<file path="src/rtl/slow_clock_sync.sv">
// Recovers edge strobes, half-period and a lock indication from a divided clock sampled as async data.
// Define SLOW_CLOCK_SYNC_GLITCH_FILTER_EN to suppress single-cycle pulses on slow_in (adds one cycle of latency).
module slow_clock_sync #(
    parameter int EXPECT_HALF = 2,
    parameter int LOCK_COUNT  = 4,
    parameter int CNT_W       = 8
) (
    input  logic             clock_in,
    input  logic             reset,
    input  logic             slow_in,
    output logic             rise_pulse,
    output logic             fall_pulse,
    output logic [CNT_W-1:0] half_period,
    output logic             locked,
    output logic             lost_lock
);

    localparam int MC_W = $clog2(LOCK_COUNT + 1);

    typedef enum logic [1:0] {UNLOCKED, ACQUIRE, LOCKED} state_t;

    state_t           state_q, state_d;
    logic             s1_q, s2_q, s3_q;
    logic             stable;
    logic             edge_now;
    logic [CNT_W-1:0] cnt_q, cnt_d;
    logic [CNT_W-1:0] meas;
    logic [MC_W-1:0]  mcnt_q, mcnt_d;
    logic [CNT_W-1:0] half_q, half_d;
    logic             rise_q, fall_q, locked_q, lost_q, lost_d;
    logic             match, timeout;

`ifdef SLOW_CLOCK_SYNC_GLITCH_FILTER_EN
    logic s2p_q;
    // s2 must hold the same value for two cycles before it is accepted as a new level
    assign stable = (s2_q == s2p_q);
`else
    assign stable = 1'b1;
`endif

    assign edge_now = stable & (s2_q ^ s3_q);
    assign meas     = (cnt_q == {CNT_W{1'b1}}) ? cnt_q : cnt_q + CNT_W'(1);
    assign cnt_d    = edge_now ? '0 : meas;
    assign match    = (meas == CNT_W'(EXPECT_HALF));
    assign timeout  = ({1'b0, meas} > (CNT_W+1)'(2 * EXPECT_HALF));

    always_comb begin
        state_d = state_q;
        mcnt_d  = mcnt_q;
        half_d  = half_q;
        lost_d  = 1'b0;
        case (state_q)
            UNLOCKED: begin
                // first edge only opens the measurement window
                if (edge_now) begin
                    state_d = ACQUIRE;
                    mcnt_d  = '0;
                end
            end
            ACQUIRE: begin
                if (edge_now) begin
                    half_d = meas;
                    if (match) begin
                        if (mcnt_q == MC_W'(LOCK_COUNT - 1)) begin
                            state_d = LOCKED;
                            mcnt_d  = '0;
                        end else begin
                            mcnt_d = mcnt_q + MC_W'(1);
                        end
                    end else begin
                        mcnt_d = '0;
                    end
                end else if (timeout) begin
                    state_d = UNLOCKED;
                    mcnt_d  = '0;
                end
            end
            LOCKED: begin
                if (edge_now) begin
                    half_d = meas;
                    if (!match) begin
                        state_d = ACQUIRE;
                        mcnt_d  = '0;
                        lost_d  = 1'b1;
                    end
                end else if (timeout) begin
                    state_d = UNLOCKED;
                    mcnt_d  = '0;
                    lost_d  = 1'b1;
                end
            end
            default: begin
                state_d = UNLOCKED;
                mcnt_d  = '0;
            end
        endcase
    end

    always_ff @(posedge clock_in) begin
        if (reset) begin
            s1_q     <= 1'b0;
            s2_q     <= 1'b0;
            s3_q     <= 1'b0;
            cnt_q    <= '0;
            mcnt_q   <= '0;
            half_q   <= '0;
            rise_q   <= 1'b0;
            fall_q   <= 1'b0;
            locked_q <= 1'b0;
            lost_q   <= 1'b0;
            state_q  <= UNLOCKED;
        end else begin
            s1_q     <= slow_in;
            s2_q     <= s1_q;
            if (stable) s3_q <= s2_q;
            cnt_q    <= cnt_d;
            mcnt_q   <= mcnt_d;
            half_q   <= half_d;
            rise_q   <= edge_now & s2_q;
            fall_q   <= edge_now & ~s2_q;
            locked_q <= (state_d == LOCKED);
            lost_q   <= lost_d;
            state_q  <= state_d;
        end
    end

`ifdef SLOW_CLOCK_SYNC_GLITCH_FILTER_EN
    always_ff @(posedge clock_in) begin
        if (reset) s2p_q <= 1'b0;
        else       s2p_q <= s2_q;
    end
`endif

    assign rise_pulse  = rise_q;
    assign fall_pulse  = fall_q;
    assign half_period = half_q;
    assign locked      = locked_q;
    assign lost_lock   = lost_q;

endmodule

</file>
<file path="config.mk">
export PLATFORM = sky130hd
export DESIGN_NAME = slow_clock_sync
export DESIGN_NICKNAME = d
export VERILOG_FILES = /design/src/rtl/slow_clock_sync.sv
export SDC_FILE = /design/constraint.sdc
export NUM_CORES = 1
export LEC_CHECK = 0
export ABC_CLOCK_PERIOD_IN_PS = 3000
export CAP_MARGIN = 20
export CORE_MARGIN = 1
export CORE_UTILIZATION = 35
export CTS_CLUSTER_SIZE = 20
export DETAILED_ROUTE_END_ITERATION = 16
export GPL_ROUTABILITY_DRIVEN = 0
export MAX_ROUTING_LAYER = met4
export PLACE_DENSITY = 0.64
export SYNTH_ARGS = -nofsm -noshare
export SYNTH_HDL_FRONTEND = slang
export SYNTH_SLANG_ARGS = --single-unit
</file>
<file path="constraint.sdc">
create_clock -name clock_in -period 3 [get_ports clock_in]
set_clock_uncertainty 0.05 [all_clocks]
set_input_delay 0.3 -clock clock_in [delete_from_list [all_inputs] [get_ports clock_in]]
set_output_delay 0.3 -clock clock_in [all_outputs]
set_load 0.01 [all_outputs]
</file>
==> results by group <==
Outcome
  – Status: finished clean

Floorplanning
  – I/O pin count: 15
  – Num rows: 22
  – Area of the die: about 0.0043 mm2
  – Die extent in x: 65.6 um
  – Die H: 65.6 um
  – Core box area: 0.00377 mm2
  – Initial cell density of the core: 0.376

Worst setup path
  – R2r worst-path depth: 7
  – Capturing point of the worst reg2reg path: mcnt_q[2]
  – CP Class: reg -> reg
  – Reg2reg start: cnt_q[0]
  – CP startpoint: cnt_q[0]
  – Critical Path Sink: mcnt_q[2]
  – Crit Path Max Fanout: 9
  – Critical path required time: 3.17 ns
  – Startpoint class of the critical path: register
  – Nature of the critical path endpoint: register
  – Arrival time at the worst endpoint: 2.72 ns
  – R2R setup slack: 0.44 ns

Route
  – Drt pass-1 iters: 4
  – Vias after detailed routing: approximately 1200
  – DR vias/cell: 5.46
  – Antenna-violating nets left: 0
  – Routed wire per std cell: 13.5 um
  – DRC viols: 0
  – Routed WL: slightly below 3000 um
  – DR iter-0 viols: 28

Timing
  – RSZ-0062 raised after global routing: false
  – Fin Hold WS: approximately 0.41 ns
  – # setup viols final: 0
  – Final Max Slew Viols: 0
  – Final hold violations: 0
  – Final Critical Period: 2.56 ns
  – Rel. slew slack: 0.496
  – Period utilization: 0.852
  – Max Clock Freq: 391 MHz
  – Slew @ Worst Pin: 0.753 ns
  – Setup TNS: 0 ns

Synthesis
  – Area leader, netlist: dfxtp_1
  – Yosys reg bits: 28
  – Post-Syn Area: roughly 0.0014 mm2
  – Synth warnings: 0
  – Count leader, synth: dfxtp_1
  – Synth area leaders: dfxtp_1 (40%), ha_1 (7.1%), nor2_1 (5.8%)
  – Post-synth EDFFs: 0
  – Yosys cell types: 47
  – Syn Inst Count: 159
  – Seq/Total Area, Yosys: 0.395
  – Post-Syn Nets: 170
  – Main flop type after synthesis: dfxtp_1
  – Fraction of registers with async set or reset after synthesis: 0
  – Post-synth top cells: dfxtp_1 (28), nor2_1 (22), nand2_1 (15)
  – Syn avg cell area: 8.92 um2
  – Post-synth top area share: 0.395

Clock tree
  – Worst-case clock buffer depth: 2
  – CTS tree: built
  – Clock transition at path regs: 0.09 ns
  – Num CTS Buffers: 3
  – Worst skew pair latency: 0.27 ns
  – CTS sink count: 28
  – Post-CTS sizing: 0
  – Post-CTS Hold Buffers: 0
  – H-Tree Depth: 1
  – CTS Root Cell: clkbuf_8
  – Postcts setup bufs: 0

Placed design
  – PortBufs: 14
  – Post-detail-place hpwl: between 2000 and 2500 um

Global route
  – First-pass GRT wire length: 4980 um
  – Aggregate global routing overflow: 0
  – Pin count of the biggest net entering global routing: 21
  – Total track usage: 0.153
  – Antenna violations before repair: 0
  – Number of global-route vias before repair: 1161

Run
  – Total of max-cap violations: 0

Power and ir drop
  – Sw Ratio: 0.242
  – Leak: 0.566 nW
  – Logic pwr share: 0.105
  – Internal power: 0.000496 W
  – Pwr Density: 407 mW/mm2
  – Psw: between 0.00015 and 0.0002 W
  – Peak VDD IR: 205 uV
  – Clock power share: 0.302
  – Sequential share of power: 0.593

Layout
  – Share of cells above drive strength 1: 0.0833
  – Area grow syn2layout: 13.6%
  – Diode count: 0
  – Nets: 181

Hold path
  – Worst hold path class: reg -> reg
  – Hold wc startpoint: s1_q
-- cells in the final DEF (no fill, tap or decap), drive strengths merged, types with 2 or more instances in the layout --
cell / count
nor2b: 8
and3: 2
nand2b: 2
o221ai: 2
nand3: 3
o21a: 3
ha: 8
nand2: 15
nor3: 7
mux2i: 2
nand4: 3
xor2: 2
nor2: 22
a22o: 2
dfxtp: 28
clkdlybuf4s50: 14
o21ai: 6
a31o: 2
a211oi: 2
a21oi: 7
clkbuf: 3
nor4: 3
inv: 6
-- worst min-delay path by stage --
stage                       to  cells past startpoint  slack [ns]
final                     s2_q                      1        0.41
after global routing      s2_q                      1        0.43
after CTS                 s2_q                      1        0.41
after detailed placement  s2_q                      1        0.40
after global placement    s2_q                      1        0.38
after floorplan           s2_q                      1        0.36
-- power by group through the flow --
stage,sequential (W),clock (W),combinational [W]
final,0.000388,0.000198,0.0000685
after global routing,0.000390,0.000220,0.0000759
after CTS,0.000388,0.000207,0.0000680
after detailed placement,0.000397,0,0.0000676
after global placement,0.000396,0,0.0000656
after floorplan,0.000392,0,0.0000590
-- metal layers --
| metal | track usage | share of wire |
|---|---|---|
| met1 | 0.178 | 0.46 |
| met2 | 0.247 | 0.48 |
| met3 | 0.0278 | 0.041 |
| met5 | - | 0 |
| met4 | 0.0870 | 0.011 |
-- layout make-up --
cell class | instances | area [um2]
inverters | 6 | 22.5
repair buffers | 14 | 140
multi-input cells | 117 | 786
fillers | 378 | 2160
well taps | 48 | 60.1
clock buffers | 3 | 41.3
flip-flops and latches | 28 | 561
-- per-stage QoR --
stage	instances	instance area [um2]	setup slack (ns)	total power, W	util
6_report	216	1610	0.445	0.000655	0.427
5_1_grt	216	1610	0.287	0.000686	0.427
4_1_cts	216	1610	0.493	0.000664	0.427
3_5_place_dp	213	1570	0.507	0.000465	0.416
3_3_place_gp	213	1570	0.625	0.000462	0.416
2_1_floorplan	159	1420	0.917	0.000451	-
-- critical path, stage by stage, from the launching register on --
cell and delay [ns]:
dfxtp_1 0.51, ha_1 0.43, xor2_2 0.16, a2111oi_4 0.39
nand3_2 0.20, nor4_1 0.42, nor2b_1 0.21, o21a_1 0.13
-- registers in the layout (all words and copies together) (netlist names), 2 cells and up --
register     cells
mcnt_q           3
half_period      8
cnt_q            8
state_q          2
-- cells by family after synthesis --
kind of cell,count (synthesis),synth area share
adder cells (fa/ha/maj),8,0.0706
AO/OA/AOI/OAI,34,0.192
flip-flops,28,0.395
buffers and inverters,14,0.0503
multiplexers,2,0.0141
AND/OR/NAND/NOR,71,0.260
XOR/XNOR,2,0.0177
Power figures use the tool's default switching activity.
